--- config.mk ---
export PLATFORM = sky130hd
export DESIGN_NAME = dma_frame_sequencer_flat
export DESIGN_NICKNAME = d
export VERILOG_FILES = /design/src/rtl/dma_frame_sequencer_if.sv /design/src/rtl/dma_frame_sequencer.sv /design/src/flat_wrapper.sv
export SDC_FILE = /design/constraint.sdc
export NUM_CORES = 1
export LEC_CHECK = 0
export CORE_ASPECT_RATIO = 2
export CORE_MARGIN = 2
export CORE_UTILIZATION = 40
export CTS_BUF_LIST = sky130_fd_sc_hd__clkbuf_16
export CTS_CLUSTER_DIAMETER = 30
export DETAILED_ROUTE_END_ITERATION = 12
export HOLD_SLACK_MARGIN = 0.12
export PLACE_DENSITY_LB_ADDON = 0.12
export SETUP_SLACK_MARGIN = 0.5
export SLEW_MARGIN = 15
export SYNTH_ARGS = -nofsm -noshare
export SYNTH_HDL_FRONTEND = slang
export SYNTH_SLANG_ARGS = --single-unit
export TNS_END_PERCENT = 50
--- constraint.sdc ---
create_clock -name clk -period 3.82 [get_ports clk]
set_input_delay 0.764 -clock clk [delete_from_list [all_inputs] [get_ports clk]]
set_output_delay 0.764 -clock clk [all_outputs]
set_load 0.01 [all_outputs]
--- src/rtl/dma_frame_sequencer_if.sv ---
// Avalon-MM control-port bundle between the frame sequencer (master)
// and the read DMA's register slave.
interface dma_frame_sequencer_if;
   logic [4:0]  m_address;
   logic        m_write;
   logic [31:0] m_writedata;
   logic [3:0]  m_byteenable;
   logic        m_waitrequest;

   modport master (
      output m_address, m_write, m_writedata, m_byteenable,
      input  m_waitrequest
   );

   modport slave (
      input  m_address, m_write, m_writedata, m_byteenable,
      output m_waitrequest
   );
endinterface

--- src/rtl/dma_frame_sequencer.sv ---
// dma_frame_sequencer: per-frame programming of the read DMA (start address,
// word count, enable), ping-pong buffer selection from writer reports, and
// DMA disable on the end-of-packet beat of the output stream.
// Build option: DMA_SEQ_REPEAT_EN -- start on any completed buffer (have_buf)
// instead of requiring a buffer not yet read (fresh), re-reading the last one.
module dma_frame_sequencer #(
   parameter int                    ADDR_WIDTH = 24,
   parameter logic [ADDR_WIDTH-1:0] BUF0_ADDR  = 24'h000000,
   parameter logic [ADDR_WIDTH-1:0] BUF1_ADDR  = 24'h100000
) (
   input  logic                         clk,
   input  logic                         rst,
   input  logic                         cfg_enable,
   input  logic [29:0]                  cfg_words,
   input  logic                         frame_start,
   input  logic                         wr_buf_done,
   input  logic                         wr_buf_idx,
   input  logic                         st_valid,
   input  logic                         st_ready,
   input  logic                         st_endofpacket,
   dma_frame_sequencer_if.master        dma,
   output logic                         rd_active,
   output logic                         rd_buf_idx,
   output logic [15:0]                  frame_cnt,
   output logic [15:0]                  skip_cnt,
   output logic                         err_conflict
);

   typedef enum logic [2:0] {IDLE, WR_ADDR, WR_LEN, WR_EN, RUN, WR_DIS} state_t;

   state_t      state_q, state_d;
   logic        fresh_q, fresh_d;
   logic        have_q, have_d;
   logic        latest_q, latest_d;
   logic        rd_buf_q, rd_buf_d;
   logic [29:0] words_q, words_d;
   logic [15:0] frame_q, frame_d;
   logic [15:0] skip_q, skip_d;
   logic        err_q, err_d;
   logic        rd_active_q, rd_active_d;
   logic        m_write_q, m_write_d;
   logic [4:0]  m_addr_q, m_addr_d;
   logic [31:0] m_data_q, m_data_d;

   logic avail, start_ok, accept, eop_beat;

`ifdef DMA_SEQ_REPEAT_EN
   assign avail = have_q;
`else
   assign avail = fresh_q;
`endif

   assign start_ok = frame_start && cfg_enable && avail && (cfg_words != '0);
   assign accept   = m_write_q && !dma.m_waitrequest;
   assign eop_beat = st_valid && st_ready && st_endofpacket;

   // Buffer tracking and conflict flag; a same-cycle wr_buf_done wins over the
   // start's clear so that buffer is still fresh for the next frame.
   always_comb begin
      latest_d = wr_buf_done ? wr_buf_idx : latest_q;
      have_d   = have_q | wr_buf_done;
      fresh_d  = fresh_q;
      if (wr_buf_done)
         fresh_d = 1'b1;
      else if (state_q == IDLE && start_ok)
         fresh_d = 1'b0;
      err_d = err_q | (wr_buf_done && (wr_buf_idx == rd_buf_q) && rd_active_q);
   end

   // Frame FSM next state and counters.
   always_comb begin
      state_d  = state_q;
      rd_buf_d = rd_buf_q;
      words_d  = words_q;
      frame_d  = frame_q;
      skip_d   = skip_q;
      case (state_q)
         IDLE: begin
            if (start_ok) begin
               state_d  = WR_ADDR;
               rd_buf_d = latest_q;
               words_d  = cfg_words;
            end else if (frame_start) begin
               skip_d = skip_q + 16'd1;
            end
         end
         WR_ADDR: if (accept) state_d = WR_LEN;
         WR_LEN:  if (accept) state_d = WR_EN;
         WR_EN:   if (accept) state_d = RUN;
         RUN:     if (eop_beat) state_d = WR_DIS;
         WR_DIS: begin
            if (accept) begin
               state_d = IDLE;
               frame_d = frame_q + 16'd1;
            end
         end
         default: state_d = IDLE;
      endcase
      if (frame_start && state_q != IDLE)
         skip_d = skip_q + 16'd1;
   end

   // Bus outputs are decoded from the next state so they are registered and
   // naturally hold while a write state is stalled.
   always_comb begin
      m_write_d   = 1'b0;
      m_addr_d    = 5'h00;
      m_data_d    = 32'h0;
      rd_active_d = 1'b1;
      case (state_d)
         IDLE:    rd_active_d = 1'b0;
         WR_ADDR: begin
            m_write_d = 1'b1;
            m_addr_d  = 5'h00;
            m_data_d  = rd_buf_d ? 32'(BUF1_ADDR) : 32'(BUF0_ADDR);
         end
         WR_LEN: begin
            m_write_d = 1'b1;
            m_addr_d  = 5'h04;
            m_data_d  = {2'b00, words_d};
         end
         WR_EN: begin
            m_write_d = 1'b1;
            m_addr_d  = 5'h08;
            m_data_d  = 32'h1;
         end
         WR_DIS: begin
            m_write_d = 1'b1;
            m_addr_d  = 5'h08;
            m_data_d  = 32'h0;
         end
         default: ;
      endcase
   end

   // State register with synchronous reset.
   always_ff @(posedge clk) begin
      if (rst) begin
         state_q     <= IDLE;
         fresh_q     <= 1'b0;
         have_q      <= 1'b0;
         latest_q    <= 1'b0;
         rd_buf_q    <= 1'b0;
         words_q     <= '0;
         frame_q     <= '0;
         skip_q      <= '0;
         err_q       <= 1'b0;
         rd_active_q <= 1'b0;
         m_write_q   <= 1'b0;
         m_addr_q    <= '0;
         m_data_q    <= '0;
      end else begin
         state_q     <= state_d;
         fresh_q     <= fresh_d;
         have_q      <= have_d;
         latest_q    <= latest_d;
         rd_buf_q    <= rd_buf_d;
         words_q     <= words_d;
         frame_q     <= frame_d;
         skip_q      <= skip_d;
         err_q       <= err_d;
         rd_active_q <= rd_active_d;
         m_write_q   <= m_write_d;
         m_addr_q    <= m_addr_d;
         m_data_q    <= m_data_d;
      end
   end

   assign dma.m_address    = m_addr_q;
   assign dma.m_write      = m_write_q;
   assign dma.m_writedata  = m_data_q;
   assign dma.m_byteenable = 4'hF;
   assign rd_active        = rd_active_q;
   assign rd_buf_idx       = rd_buf_q;
   assign frame_cnt        = frame_q;
   assign skip_cnt         = skip_q;
   assign err_conflict     = err_q;

endmodule

--- src/flat_wrapper.sv ---
// flat-port wrapper written by rule: the top's interface ports become plain ports
module dma_frame_sequencer_flat 
#(
   parameter int                    ADDR_WIDTH = 24,
   parameter logic [ADDR_WIDTH-1:0] BUF0_ADDR  = 24'h000000,
   parameter logic [ADDR_WIDTH-1:0] BUF1_ADDR  = 24'h100000
)
  (clk, rst, cfg_enable, cfg_words, frame_start, wr_buf_done, wr_buf_idx, st_valid, st_ready, st_endofpacket, rd_active, rd_buf_idx, frame_cnt, skip_cnt, err_conflict, dma_m_address, dma_m_write, dma_m_writedata, dma_m_byteenable, dma_m_waitrequest);
  dma_frame_sequencer_if dma_i ();
  input  logic clk;
  input  logic rst;
  input  logic cfg_enable;
  input  logic [29:0] cfg_words;
  input  logic frame_start;
  input  logic wr_buf_done;
  input  logic wr_buf_idx;
  input  logic st_valid;
  input  logic st_ready;
  input  logic st_endofpacket;
  output logic rd_active;
  output logic rd_buf_idx;
  output logic [15:0] frame_cnt;
  output logic [15:0] skip_cnt;
  output logic err_conflict;
  output wire logic [$bits(dma_i.m_address)-1:0] dma_m_address;
  output wire logic [$bits(dma_i.m_write)-1:0] dma_m_write;
  output wire logic [$bits(dma_i.m_writedata)-1:0] dma_m_writedata;
  output wire logic [$bits(dma_i.m_byteenable)-1:0] dma_m_byteenable;
  input wire logic [$bits(dma_i.m_waitrequest)-1:0] dma_m_waitrequest;
  assign dma_m_address = dma_i.m_address;
  assign dma_m_write = dma_i.m_write;
  assign dma_m_writedata = dma_i.m_writedata;
  assign dma_m_byteenable = dma_i.m_byteenable;
  assign dma_i.m_waitrequest = dma_m_waitrequest;
  dma_frame_sequencer #(.ADDR_WIDTH(ADDR_WIDTH), .BUF0_ADDR(BUF0_ADDR), .BUF1_ADDR(BUF1_ADDR)) u_core (.clk(clk), .rst(rst), .cfg_enable(cfg_enable), .cfg_words(cfg_words), .frame_start(frame_start), .wr_buf_done(wr_buf_done), .wr_buf_idx(wr_buf_idx), .st_valid(st_valid), .st_ready(st_ready), .st_endofpacket(st_endofpacket), .dma(dma_i), .rd_active(rd_active), .rd_buf_idx(rd_buf_idx), .frame_cnt(frame_cnt), .skip_cnt(skip_cnt), .err_conflict(err_conflict));
endmodule
==> impl_metrics.ini <==
[final_layout]
fin_nets = 548
final_layout_size_suffix_gt1_share_pct = 4.90
final_util_pct = 55.6
syn2layout_area_growth_pct = 36.3
final_area_um2 = 5360
multi_input_area_um2 = 1710
num-fill-cells = 898
diodes = 0
seq_area_um2 = 2060
stdcell_count = 642

[clocking]
holdBufCountCts = 0
htreeDepth = 3
post_cts_buffers = 0
clk_path_buf_depth = 2
clk-insertion-delay-late_ps = 340
cts_resized = 0
cts-root-buf = clkbuf_16
cts_tree = built
numCtsBuffers = 9
cts.sinks = 103
clkTransAtPathRegs_ps = 70

[setup_path]
r2r_end = u_core.dma.m_writedata[8]
crit_path_start = cfg_words[25]
cp_max_fo = 28
r2r_cells = 5
worstPathArrival_ps = 3100
crit_type = in2reg
crit_slowest_cell = o2111ai_4
critPathLaunchType = input pin
r2r-start = u_core.state_q[1]
slowest_delay_ps = 570
cp-end-kind = flop
crit_required_ps = 4070
path_cells = clkdlybuf4s50_1 > nor4_1 > nand4_1 > o2111ai_4 > nand3b_4 > nor3_1
reg2reg_slack_ps = 1640

[sta]
drv_slew = 0
min_period_ps = 2850
post-route-period-util_pct = 74.6
fin_tns_setup_ps = 0
worstMarginPinSlew_ps = 680
slew_headroom_pct = 54.3
setup_slack_ps = 969
setup_viol = 0
fin_skew_ps = 10.8
rsz0062_at_grt = false
hold_violations = 0
max_freq_ghz = 0.351

[grt]
grt_max_degree = 65
antenna_found_initial = 0
grt-ovfl-total = 0
grt_pass1_wl_mm = 14.6
grtUsageTotal_pct = 17.8
first_global_vias = 3079

[status]
status = complete, no violations

[place]
hpwl_mm = 6.75
pre_cts_ws_ps = 541
place_congestion = 0.741
dpl.cell_count = 627
placed_cell_area_um2 = 5080
port_buffers = 107

[pwr]
switching_power_w = 0.000510
p_clk_share_pct = 40.0
intPower_w = 0.00163
switching_share_pct = 23.8
comb_power_share_pct = 8.2
p_seq_share_pct = 51.8
peakVddDrop_uv = 311
leakage_nw = 2.00
power_density_nw_per_um2 = 399

[drt]
ant_nets = 0
via_per_inst = 5.04
drt_first_pass_iters = 4
via_count = 3233
avgRoutedWirePerCell_um = 14.3
drc = 0
routed_wl_mm = 9.17
drt_iter0_markers = 124

[worst_hold_path]
worst_hold_path.endpoint = u_core.words_q[20]
min-delay-start = u_core.words_q[20]
min_path_cells = 2
hold_class = reg2reg

[synthesis]
synth_common_cells = dfxtp_1 (103), nor2_1 (52), nor3_1 (35)
synth-main-ff-cell = dfxtp_1
synthCells = 410
synth_top_area_share_pct = 52.4
synthDistinctLibCells = 40
synth_edf_count = 0
yosysSeqAreaShare_pct = 52.4
syn_area_per_cell_um2 = 9.59
ys_ff_latch = 103
syn-cell-area_um2 = 3930
async_flop_share_pct = 0
synth_most_common_cell = dfxtp_1
synthTopCellsByArea = dfxtp_1 (52%), mux2i_1 (7.9%), nor2_1 (5.0%)
yosysTopAreaCell = dfxtp_1
yosys_warnings = 0

[floorplanning]
die_x_um = 74.1
io_pins = 117
start_util_pct = 40.8
dieArea_um2 = 10700
rows = 51
coreArea_um2 = 9640
die_height_um = 144

[flow_run]
max_cap_viol_count = 0
## kinds of logic after synthesis
logic type | Yosys count | share of synthesized area (%)
AND/OR/NAND/NOR | 168 | 22.3
flip-flops | 103 | 52.4
AO/OA/AOI/OAI | 48 | 7.45
buffers and inverters | 39 | 5.22
multiplexers | 32 | 8.18
XOR/XNOR | 16 | 3.56
adder cells (fa/ha/maj) | 2 | 0.636
other | 2 | 0.191
## placed cells by master, fill, tap and decap left out, drive strengths merged, types with 2 or more instances in the layout
master         synthesis  layout
a21oi                 23      23
a31oi                  2       2
and2                   2       2
and3                   4       4
and3b                  2       2
and4                   2       2
buf                   18       5
clkbuf                15       9
clkdlybuf4s50          0     106
clkinv                 0       2
conb                   2       9
dfxtp                103     103
ha                     2       2
inv                    6       9
mux2i                 31      31
nand2                 12      12
nand3                 12      12
nand3b                 2       2
nand4                  9       9
nor2                  52      52
nor2b                  3       3
nor3                  35      35
nor4                  12      12
o21ai                  6       6
o31ai                 12      12
or3                    6       6
or4                   11      11
xnor2                 15      15
## sequential cells by signal, indices dropped and copies added, names as in the netlist
signal	cells
u_core.state_q	3
u_core.frame_cnt	16
u_core.dma.m_write	1
u_core.dma.m_address	2
u_core.words_q	30
u_core.skip_cnt	16
u_core.err_conflict	1
u_core.latest_q	1
u_core.dma.m_writedata	30
u_core.avail	1
u_core.rd_active	1
u_core.rd_buf_idx	1
## worst max-delay path, delay by kind of cell
| family | cells | cell delay, ps |
|---|---|---|
| buffers and inverters | 1 | 430 |
| AO/OA/AOI/OAI | 1 | 570 |
| AND/OR/NAND/NOR | 4 | 1310 |
## layout make-up
type,count,area share [%]
clock buffers,9,4.20
flip-flops and latches,103,38.5
clock inverters,6,1.00
well taps,132,3.08
inverters,6,0.420
multi-input cells,275,31.9
repair buffers,111,21.0
## how the worst max path moves through the flow
| stage | end | slack [ps] |
|---|---|---|
| 2_1_floorplan | u_core.skip_cnt[14] | 1570 |
| 3_3_place_gp | u_core.dma.m_writedata[11] | 580 |
| 3_5_place_dp | u_core.dma.m_writedata[3] | 540 |
| 4_1_cts | u_core.dma.m_writedata[3] | 860 |
| 5_1_grt | u_core.dma.m_writedata[3] | 690 |
| 6_report | u_core.dma.m_writedata[3] | 970 |
## routing by layer
layer  routed length, um  global-route usage (%)
met2                5100                    32.6
met1                3550                    19.6
met4                  86                    5.17
met5                   0                       0
met3                 429                    4.88
## power by group through the flow
stage                logic, W  clock network [W]  registers, W
global route         0.000194           0.000929       0.00111
global placement     0.000175                  0       0.00113
floorplan           0.0000971                  0       0.00113
detailed placement   0.000177                  0       0.00113
CTS                  0.000178           0.000886       0.00111
finish               0.000175           0.000856       0.00111
## metrics by stage
step / hold WS [ps] / power [W]
final: 460 / 0.00214
after global routing: 499 / 0.00223
after CTS: 459 / 0.00217
after detailed placement: 448 / 0.00131
after global placement: 448 / 0.00131
after floorplan: 435 / 0.00123
(Power assumes the default switching activity.)
